===== config.mk =====
export PLATFORM = sky130hd
export DESIGN_NAME = ecc_apb_master
export DESIGN_NICKNAME = d
export VERILOG_FILES = /design/src/rtl/ecc_apb_pkg.sv /design/src/rtl/ecc_timeout_cnt.sv /design/src/rtl/ecc_apb_master.sv
export SDC_FILE = /design/constraint.sdc
export NUM_CORES = 1
export LEC_CHECK = 0
export CORE_MARGIN = 3
export CORE_UTILIZATION = 30
export CTS_CLUSTER_DIAMETER = 50
export DETAILED_ROUTE_END_ITERATION = 8
export PLACE_DENSITY = 0.68
export SLEW_MARGIN = 20
export SYNTH_ARGS = -nofsm -noshare
export SYNTH_HDL_FRONTEND = slang
export SYNTH_HIERARCHICAL = 1
export SYNTH_SLANG_ARGS = --single-unit

===== constraint.sdc =====
create_clock -name clk -period 9.05 [get_ports clk]
set_clock_uncertainty 0.15 [all_clocks]
set_input_delay 1.3575 -clock clk [delete_from_list [all_inputs] [get_ports clk]]
set_output_delay 1.3575 -clock clk [all_outputs]
set_load 0.02 [all_outputs]

===== src/rtl/ecc_apb_pkg.sv =====
`timescale 1ns/1ps
`default_nettype none
// ============================================================================
// Module   : ecc_apb_pkg
// Brief    : Shared types and register map for the ECC APB master.
// Revision : 1.0
// ============================================================================
package ecc_apb_pkg;

    typedef enum logic [2:0] {
        IDLE      = 3'd0,
        SETUP     = 3'd1,
        ACCESS    = 3'd2,
        WAIT_DONE = 3'd3,
        RESULT    = 3'd4
    } state_t;

    localparam logic [7:0] C_OFS_CTRL           = 8'h00;
    localparam logic [7:0] C_OFS_DATA_IN        = 8'h04;
    localparam logic [7:0] C_OFS_CODEWORD_WIDTH = 8'h08;
    localparam logic [7:0] C_OFS_NOISE          = 8'h0C;

    localparam logic [1:0] C_OP_ENC  = 2'd0;
    localparam logic [1:0] C_OP_DEC  = 2'd1;
    localparam logic [1:0] C_OP_FULL = 2'd2;

    localparam logic [1:0] C_LAST_IDX = 2'd3;

    // CTRL sits last in the sequence because writing it launches the operation.
    function automatic logic [7:0] wr_offset(input logic [1:0] idx);
        case (idx)
            2'd0:    wr_offset = C_OFS_DATA_IN;
            2'd1:    wr_offset = C_OFS_CODEWORD_WIDTH;
            2'd2:    wr_offset = C_OFS_NOISE;
            default: wr_offset = C_OFS_CTRL;
        endcase
    endfunction

endpackage
`default_nettype wire


===== src/rtl/ecc_timeout_cnt.sv =====
`timescale 1ns/1ps
`default_nettype none
// ============================================================================
// Module   : ecc_timeout_cnt
// Brief    : Clear/enable cycle counter with terminal flag at TIMEOUT_CYCLES-1.
// Revision : 1.0
// ============================================================================
module ecc_timeout_cnt #(
    parameter int TIMEOUT_CYCLES = 1023
) (
    input  logic clk,
    input  logic rst,
    input  logic i_clr,
    input  logic i_en,
    output logic o_terminal
);

    localparam int W = $clog2(TIMEOUT_CYCLES + 1);
    localparam logic [W-1:0] C_TERM = W'(TIMEOUT_CYCLES - 1);

    logic [W-1:0] r_cnt;
    logic         w_term;

    assign w_term     = (r_cnt == C_TERM);
    assign o_terminal = w_term;

    // Holds at the terminal value so the count can never wrap.
    always_ff @(posedge clk or posedge rst) begin
        if (rst) begin
            r_cnt <= '0;
        end else if (i_clr) begin
            r_cnt <= '0;
        end else if (i_en && !w_term) begin
            r_cnt <= r_cnt + 1'b1;
        end
    end

endmodule
`default_nettype wire


===== src/rtl/ecc_apb_master.sv =====
`timescale 1ns/1ps
`default_nettype none
// ============================================================================
// Module   : ecc_apb_master
// Brief    : Accepts one ECC job, programs it with four APB writes, returns result.
// Revision : 1.0
// ============================================================================
module ecc_apb_master
    import ecc_apb_pkg::*;
#(
    parameter int DATA_WIDTH      = 32,
    parameter int AMBA_ADDR_WIDTH = 20,
    parameter int AMBA_WORD       = 32,
    parameter int TIMEOUT_CYCLES  = 1023
) (
    input  logic                       clk,
    input  logic                       rst,
    input  logic                       job_valid,
    output logic                       job_ready,
    input  logic [1:0]                 job_op,
    input  logic [AMBA_WORD-1:0]       job_data,
    input  logic [1:0]                 job_width,
    input  logic [AMBA_WORD-1:0]       job_noise,
    output logic [AMBA_ADDR_WIDTH-1:0] PADDR,
    output logic [AMBA_WORD-1:0]       PWDATA,
    output logic                       PSEL,
    output logic                       PENABLE,
    output logic                       PWRITE,
    input  logic                       operation_done,
    input  logic [DATA_WIDTH-1:0]      data_out,
    input  logic [1:0]                 num_of_errors,
    output logic                       res_valid,
    input  logic                       res_ready,
    output logic [DATA_WIDTH-1:0]      res_data,
    output logic [1:0]                 res_errors,
    output logic                       res_timeout,
    output logic                       busy
);

    state_t                  r_state;
    state_t                  w_next;
    logic [1:0]              r_idx;
    logic [1:0]              r_op;
    logic [AMBA_WORD-1:0]    r_data;
    logic [1:0]              r_width;
    logic [AMBA_WORD-1:0]    r_noise;
    logic [DATA_WIDTH-1:0]   r_res_data;
    logic [1:0]              r_res_errors;
    logic                    r_res_timeout;
    logic                    w_in_wait;
    logic                    w_terminal;
    logic [AMBA_WORD-1:0]    w_wdata;

    assign w_in_wait = (r_state == WAIT_DONE);

    ecc_timeout_cnt #(
        .TIMEOUT_CYCLES (TIMEOUT_CYCLES)
    ) u_timeout_cnt (
        .clk        (clk),
        .rst        (rst),
        .i_clr      (!w_in_wait),
        .i_en       (w_in_wait),
        .o_terminal (w_terminal)
    );

    always_comb begin
        case (r_idx)
            2'd0:    w_wdata = r_data;
            2'd1:    w_wdata = AMBA_WORD'(r_width);
            2'd2:    w_wdata = r_noise;
            default: w_wdata = AMBA_WORD'(r_op);
        endcase
    end

    always_comb begin
        w_next    = r_state;
        job_ready = 1'b0;
        PSEL      = 1'b0;
        PENABLE   = 1'b0;
        PWRITE    = 1'b0;
        PADDR     = '0;
        PWDATA    = '0;
        res_valid = 1'b0;
        busy      = 1'b1;
        case (r_state)
            IDLE: begin
                job_ready = 1'b1;
                busy      = 1'b0;
                if (job_valid) w_next = SETUP;
            end
            SETUP: begin
                PSEL   = 1'b1;
                PWRITE = 1'b1;
                PADDR  = AMBA_ADDR_WIDTH'(wr_offset(r_idx));
                PWDATA = w_wdata;
                w_next = ACCESS;
            end
            ACCESS: begin
                PSEL    = 1'b1;
                PENABLE = 1'b1;
                PWRITE  = 1'b1;
                PADDR   = AMBA_ADDR_WIDTH'(wr_offset(r_idx));
                PWDATA  = w_wdata;
                w_next  = (r_idx == C_LAST_IDX) ? WAIT_DONE : SETUP;
            end
            WAIT_DONE: begin
                if (operation_done || w_terminal) w_next = RESULT;
            end
            RESULT: begin
                res_valid = 1'b1;
                if (res_ready) w_next = IDLE;
            end
            default: begin
                w_next = IDLE;
            end
        endcase
    end

    always_ff @(posedge clk or posedge rst) begin
        if (rst) begin
            r_state       <= IDLE;
            r_idx         <= '0;
            r_op          <= '0;
            r_data        <= '0;
            r_width       <= '0;
            r_noise       <= '0;
            r_res_data    <= '0;
            r_res_errors  <= '0;
            r_res_timeout <= 1'b0;
        end else begin
            r_state <= w_next;
            case (r_state)
                IDLE: begin
                    if (job_valid) begin
                        r_op    <= job_op;
                        r_data  <= job_data;
                        r_width <= job_width;
                        r_noise <= job_noise;
                        r_idx   <= '0;
                    end
                end
                ACCESS: begin
                    if (r_idx != C_LAST_IDX) r_idx <= r_idx + 1'b1;
                end
                WAIT_DONE: begin
                    // A done arriving on the terminal cycle still counts as success.
                    if (operation_done) begin
                        r_res_data    <= data_out;
                        r_res_errors  <= num_of_errors;
                        r_res_timeout <= 1'b0;
                    end else if (w_terminal) begin
                        r_res_data    <= '0;
                        r_res_errors  <= '0;
                        r_res_timeout <= 1'b1;
                    end
                end
                default: begin
                end
            endcase
        end
    end

    assign res_data    = r_res_data;
    assign res_errors  = r_res_errors;
    assign res_timeout = r_res_timeout;

endmodule
`default_nettype wire

==> results of run 1 <==
-- synth_stat cells (3+ instances only) --
library cell	n
sky130_fd_sc_hd__a211oi_1	3
sky130_fd_sc_hd__and3_1	6
sky130_fd_sc_hd__buf_2	9
sky130_fd_sc_hd__clkbuf_1	17
sky130_fd_sc_hd__mux2_1	10
sky130_fd_sc_hd__and2_1	3
sky130_fd_sc_hd__a22oi_1	30
sky130_fd_sc_hd__dfrtp_1	118
sky130_fd_sc_hd__nor2_1	36
sky130_fd_sc_hd__nand2_1	5
sky130_fd_sc_hd__ha_1	6
sky130_fd_sc_hd__mux2_2	60
sky130_fd_sc_hd__a21oi_1	7
sky130_fd_sc_hd__nand3_1	5
sky130_fd_sc_hd__nor3_1	6
sky130_fd_sc_hd__buf_4	25
sky130_fd_sc_hd__a22o_1	35
sky130_fd_sc_hd__inv_1	13
-- layer usage --
metal  global-route usage  up-vias  share of wire
met1                0.178     1995           0.42
met3               0.0354       20          0.051
met2                0.250      131           0.51
li1                     -     1874              -
met4               0.0597        0          0.019
met5                    0        -              0
-- cells in the final DEF, fill, tap and decap left out, types with 3 or more instances in the layout --
| cell type | count |
|---|---|
| sky130_fd_sc_hd__a22o_1 | 35 |
| sky130_fd_sc_hd__nor2_1 | 36 |
| sky130_fd_sc_hd__clkbuf_8 | 3 |
| sky130_fd_sc_hd__bufinv_16 | 3 |
| sky130_fd_sc_hd__clkbuf_1 | 5 |
| sky130_fd_sc_hd__dfrtp_1 | 118 |
| sky130_fd_sc_hd__a21oi_1 | 7 |
| sky130_fd_sc_hd__inv_1 | 12 |
| sky130_fd_sc_hd__ha_1 | 6 |
| sky130_fd_sc_hd__mux2_2 | 60 |
| sky130_fd_sc_hd__mux2_1 | 10 |
| sky130_fd_sc_hd__clkbuf_16 | 17 |
| sky130_fd_sc_hd__conb_1 | 18 |
| sky130_fd_sc_hd__buf_4 | 6 |
| sky130_fd_sc_hd__a211oi_1 | 3 |
| sky130_fd_sc_hd__a22oi_1 | 30 |
| sky130_fd_sc_hd__nand3_1 | 5 |
| sky130_fd_sc_hd__nand2_1 | 5 |
| sky130_fd_sc_hd__nor3_1 | 6 |
| sky130_fd_sc_hd__clkdlybuf4s50_1 | 181 |
| sky130_fd_sc_hd__and3_1 | 6 |
-- cells by family (layout without fill, tap and decap cells) --
group | Yosys count | count (layout) | share of synthesized area
fa+ha+maj | 6 | 6 | 0.0140
buf+inv | 66 | 229 | 0.0675
xor+xnor | 1 | 1 | 0.00163
mux | 70 | 70 | 0.147
compound gates | 96 | 96 | 0.144
simple gates | 75 | 75 | 0.0747
other cells | 1 | 18 | 0.000700
flops | 118 | 118 | 0.551
-- worst max-delay path, stage by stage (launching register included) --
cell and delay, ns:
sky130_fd_sc_hd__dfrtp_1 0.42, sky130_fd_sc_hd__ha_1 0.25, sky130_fd_sc_hd__inv_1 0.17, sky130_fd_sc_hd__nand3_1 0.12
sky130_fd_sc_hd__buf_4 0.27, sky130_fd_sc_hd__nor2_1 0.23, sky130_fd_sc_hd__clkdlybuf4s50_1 0.64
-- final cells by class --
type / count / area share
inverter: 13 / 0.00655
clock inverter: 4 / 0.0121
timing repair buffer: 187 / 0.237
multi-input combinational: 266 / 0.269
clock buffer: 25 / 0.0620
tap: 225 / 0.0359
sequential: 118 / 0.377
-- registers in the layout, summed over array words and instances (netlist names) --
register             flops
r_idx                    2
res_data                32
r_noise                 32
res_timeout              1
r_data                  32
r_width                  2
u_timeout_cnt/r_cnt     10
r_op                     2
res_errors               2
r_state                  3
-- power groups by stage --
stage	logic (uW)	registers [uW]	clock network, uW
global placement	1320	906	0
detailed placement	1340	919	0
CTS	1350	916	685
global route	1420	943	706
floorplan	747	957	0
finish	1330	917	665
-- per-stage QoR --
| step | total power, uW | setup slack (ns) | instances | utilization | hold WS [ns] |
|---|---|---|---|---|---|
| after detailed placement | 2260 | 5.48 | 809 | 0.416 | 0.327 |
| after global placement | 2230 | 5.52 | 809 | 0.416 | 0.321 |
| final | 2910 | 5.03 | 838 | 0.450 | 0.336 |
| after global routing | 3070 | 4.87 | 838 | 0.450 | 0.357 |
| after floorplan | 1700 | 4.70 | 450 | - | 0.307 |
| after CTS | 2950 | 5.04 | 838 | 0.450 | 0.338 |
-- how the worst min path moves through the flow --
| stage | to | slack (ns) |
|---|---|---|
| floorplan | r_noise[0]$_DFFE_PP0P_ | 0.31 |
| global placement | r_noise[6]$_DFFE_PP0P_ | 0.32 |
| detailed placement | r_noise[3]$_DFFE_PP0P_ | 0.33 |
| CTS | r_noise[3]$_DFFE_PP0P_ | 0.34 |
| global route | r_noise[6]$_DFFE_PP0P_ | 0.36 |
| finish | r_noise[3]$_DFFE_PP0P_ | 0.34 |
==> impl_results.md, run 1 <==
- Run status: finished, final reports clean
- Top cell type's share of synthesized area: 0.551
- Source of the worst hold timing path: r_noise[3]$_DFFE_PP0P_
- Sequential standard cell area: 2950 um2
- Portion of total power attributed to sequential cells: 0.315
- Register-to-register setup slack: 6.62 ns
- Portion of the clock cycle consumed by the worst path in the final layout: 0.445
- Post-DP HPWL: 9960 um
- Worst r2r src: r_state[0]$_DFFE_PP0P_
- Startpoint-to-endpoint class of the critical path: register to output pin
- Clock period minus worst slack: 4.02 ns
- Max Clk Rate: 249 MHz
- Library cell used as clock root buffer: sky130_fd_sc_hd__clkbuf_16
- Post-DR wirelength/cell: 17.1 um
- Least-Margin Pin Slew: 0.904 ns
- Pwr dens: 372 nW/um2
- Number of antenna cells inserted: 0
- Final Hold Violating Endpoints: 0
- Number of inserted filler cells in the final layout: 1587
- Core area: 17400 um2
- Clock-pin slew on the worst setup and hold paths: 0.05 ns
- Number of different library cells in the post-synthesis netlist: 49
- Drc violations: 0
- Critical path launch point type: register
- Warnings from Yosys: 6
- Drt first-iter violations: 197
- Fraction of power spent switching nets: 0.354
- Row count: 48
- Most area-consuming cells after synthesis: sky130_fd_sc_hd__dfrtp_1 55%, sky130_fd_sc_hd__mux2_2 13%, sky130_fd_sc_hd__a22o_1 5.7%
- Total Nets Final: 716
- Net Switching: 1030 uW
- Global-route wire length before repair: 22800 um
- Clk network pwr share: 0.228
- Cell accounting for the most synthesized area: sky130_fd_sc_hd__dfrtp_1
- H-tree lvl count: 4
- Hold depth: 1
- Height of the die: 140 um
- Number of hold-repair buffers added at the cts stage: 0
- Gate count of the mapped netlist: 433
- Critical path endpoint category: output pin
- Maximum vdd drop: 0.233 mV
- Post-Synthesis Cell Area: 5360 um2
- Maximum Capacitance Violations: 0
- Leakage power summed over all cells: 0.00328 uW
- Clock network latency to the later pin of the worst-skew pair: 0.40 ns
- PostCTS Resize Cnt: 0
- Post-synthesis sequential area ratio: 0.551
- Internal portion of total power: 1880 uW
- Routed Wire Length: 14300 um
- Number of clock sinks seen by CTS: 118
- Die Outline Area: 19500 um2
- Share of layout cells above drive strength 1: 0.155
- Total Neg Setup Slack: 0 ns
- Number of slew-limit violations in the final report: 0
- Gr usage total: 0.147
- Post-synthesis sequential element count: 118
- Initial antenna violation count: 0
- Class of the tightest hold or removal check: register to register
- Routability-driven placement congestion ratio: 0.755
- Proportion of synthesized flip-flops having asynchronous set or reset: 1.00
- Maximum buffer depth of the clock tree: 2
- Aggregate global routing overflow: 0
- Maximum number of pins on one net before global-route repair: 70
- Endpoint of the worst setup timing path: PWDATA[27]
- Terminus of the critical flop-to-flop path: u_timeout_cnt/r_cnt[0]$_DFFE_PP0P_
- Final setup violating endpoints: 0
- Top-level port count: 200
- Number of global-route vias before repair: 4295
- I/O Buffers: 181
- Multi-input logic area: 2110 um2
- Combinational share of power: 0.457
- Main synth FF type: sky130_fd_sc_hd__dfrtp_1
- Number of flops mapped to enable cells by yosys: 0
- Vias per cell: 4.80
- Worst rel slew slack: 0.397
- Setup repair after global routing missed its margin: false
- Post-synthesis to final-layout area growth: 46.1%
- Clock tree from TritonCTS: built
- Total cell area at the placement stage: 7250 um2
- Worst Path Max Fanout: 30
- Crit. Startpoint: r_idx[0]$_DFFE_PP0P_
- Inserted Clock Buffers: 17
- Total vias in the final route: 4020
- Worst endpoint required time: 7.54 ns
- Post-CTS setup repair buffer count: 0
- CP arrival: 2.52 ns
- Cell area after layout: 7830 um2
- Mean instance size in the synthesized netlist: 12.4 um2
- Overall die width: 140 um
- Number of routed nets with antenna violations: 0
- Cell count of the worst reg-to-reg path: 5
- Effective utilization at floorplan: 0.308
- Drt first pass iters: 4
No activity file was read; power rests on OpenSTA's default activity.
==> run 2: changes to the inputs <==
- clock period: 9.05 -> 4 ns (I/O delays scaled with it)
==> run 2 against run 1 <==
Hold slack gained 0.011 ns. Critical path depth is the same. Total power grew 130%. Non-clock buffer count grew 1. Final area grew 0.83%. Worst setup slack lost 4.3 ns. Critical endpoint is now PWDATA[18]. Flip-flop and latch count is the same. Clock power grew 130%. Sequential share of layout area shrank 0.31 points. Register-to-register slack lost 5.1 ns. Die area is the same.
==> impl_results.md, run 2 (same netlist as run 1, synthesis figures left out) <==
- Post-CTS setup repair buffer count: 0
- Worst endpoint required time: 3.25 ns
- PostCTS Resize Cnt: 0
- Critical path endpoint category: output pin
- Leading cell type in the layout, fill and taps excluded: sky130_fd_sc_hd__clkdlybuf4s50_1
- Final setup violating endpoints: 0
- Critical path launch point type: register
- Maximum Capacitance Violations: 0
- Drt first-iter violations: 215
- Number of global-route vias before repair: 4473
- Top-level port count: 200
- Combinational share of power: 0.453
- Class of the tightest hold or removal check: register to register
- Library cell used as clock root buffer: sky130_fd_sc_hd__clkbuf_16
- Maximum number of pins on one net before global-route repair: 70
- Inserted Clock Buffers: 17
- Aggregate global routing overflow: 0
- Maximum vdd drop: 0.433 mV
- Number of hold-repair buffers added at the cts stage: 0
- Total vias in the final route: 4058
- Routed Wire Length: 14500 um
- Clock-pin slew on the worst setup and hold paths: 0.05 ns
- Commonest cells after routing, fill and taps aside: 181 x sky130_fd_sc_hd__clkdlybuf4s50_1, 118 x sky130_fd_sc_hd__dfrtp_1, 60 x sky130_fd_sc_hd__mux2_2, 36 x sky130_fd_sc_hd__nor2_1, 35 x sky130_fd_sc_hd__a22o_1
- Maximum buffer depth of the clock tree: 2
- Least-Margin Pin Slew: 0.694 ns
- Global-route wire length before repair: 23800 um
- Leakage power summed over all cells: 0.00330 uW
- Core area: 17400 um2
- Net Switching: 2340 uW
- Number of clock sinks seen by CTS: 118
- Run status: finished, final reports clean
- Total Neg Setup Slack: 0 ns
- Post-DR wirelength/cell: 17.2 um
- Routability-driven placement congestion ratio: 0.773
- Share of layout cells above drive strength 1: 0.162
- Final Hold Violating Endpoints: 0
- Drt first pass iters: 4
- Startpoint-to-endpoint class of the critical path: register to output pin
- Number of slew-limit violations in the final report: 0
- Drc violations: 0
- Gr usage total: 0.151
- Worst rel slew slack: 0.537
- Sum of internal, switching and leakage power: 6640 uW
- Post-synthesis to final-layout area growth: 47.4%
- Clock tree from TritonCTS: built
- Portion of the clock cycle consumed by the worst path in the final layout: 0.819
- Clk network pwr share: 0.234
- Vias per cell: 4.81
- Setup repair after global routing missed its margin: false
- Total Nets Final: 717
- Max Clk Rate: 305 MHz
- Pwr dens: 841 nW/um2
- Number of routed nets with antenna violations: 0
- Worst Path Max Fanout: 27
- Internal portion of total power: 4300 uW
- Die Outline Area: 19500 um2
- H-tree lvl count: 4
- Height of the die: 140 um
- Portion of total power attributed to sequential cells: 0.313
- Fraction of power spent switching nets: 0.353
- Effective utilization at floorplan: 0.308
- Initial antenna violation count: 1
- I/O Buffers: 181
- Clock network latency to the later pin of the worst-skew pair: 0.40 ns
- CP arrival: 2.53 ns
- Clock period minus worst slack: 3.28 ns
- Post-DP HPWL: 10100 um
- Overall die width: 140 um
- Row count: 48
[run 2: worst max-delay path: stages, from the launching register on]
cell	delay (ns)
sky130_fd_sc_hd__dfrtp_1	0.42
sky130_fd_sc_hd__inv_1	0.10
sky130_fd_sc_hd__ha_1	0.32
sky130_fd_sc_hd__buf_4	0.38
sky130_fd_sc_hd__a22oi_1	0.15
sky130_fd_sc_hd__nor2_1	0.13
sky130_fd_sc_hd__clkdlybuf4s50_1	0.62
[run 2: power by group through the flow]
stage | clock [uW] | combinational (uW) | sequential [uW]
2_1_floorplan | 0 | 1690 | 2170
3_3_place_gp | 0 | 2980 | 2060
3_5_place_dp | 0 | 3040 | 2090
4_1_cts | 1600 | 3050 | 2080
5_1_grt | 1660 | 3240 | 2160
6_report | 1560 | 3010 | 2080
[run 2: worst paths after layout]
check,start,to,slack [ns],cells after the start
worst max-delay path,r_idx[0]$_DFFE_PP0P_,PWDATA[18],0.72,6
max in group asynchronous,rst,r_noise[26]$_DFFE_PP0P_,2.37,3
min in group asynchronous,rst,u_timeout_cnt/r_cnt[0]$_DFFE_PP0P_,0.49,2
worst min register to register,r_noise[2]$_DFFE_PP0P_,r_noise[2]$_DFFE_PP0P_,0.35,1
worst max register to register,u_timeout_cnt/r_cnt[0]$_DFFE_PP0P_,res_data[29]$_DFFE_PP0P_,1.56,7
worst min-delay path,r_noise[2]$_DFFE_PP0P_,r_noise[2]$_DFFE_PP0P_,0.35,1
[run 2: final cells by class]
class	count	area (um2)
antenna	1	2.50
clock buffer	24	492
sequential	118	2950
clock inverter	8	120
inverter	13	51.3
timing repair buffer	188	1890
tap	225	282
multi-input combinational	266	2110
fill	1579	9520
[run 2: routing by layer]
metal / up-vias / global-route usage / part of all wire
li1: 1887 / - / -
met1: 2023 / 0.179 / 0.41
met2: 136 / 0.263 / 0.52
met3: 12 / 0.0485 / 0.060
met4: 0 / 0.0449 / 0.016
met5: - / 0 / 0
[run 2: per-stage QoR]
step | hold WS [ns] | area [um2] | utilization | instances | worst slack, ns
floorplan | 0.290 | 5420 | - | 450 | 0.404
global placement | 0.319 | 7280 | 0.418 | 810 | 1.17
detailed placement | 0.334 | 7280 | 0.418 | 810 | 1.13
CTS | 0.345 | 7900 | 0.453 | 842 | 0.689
global route | 0.359 | 7900 | 0.454 | 843 | 0.543
finish | 0.346 | 7900 | 0.454 | 843 | 0.724
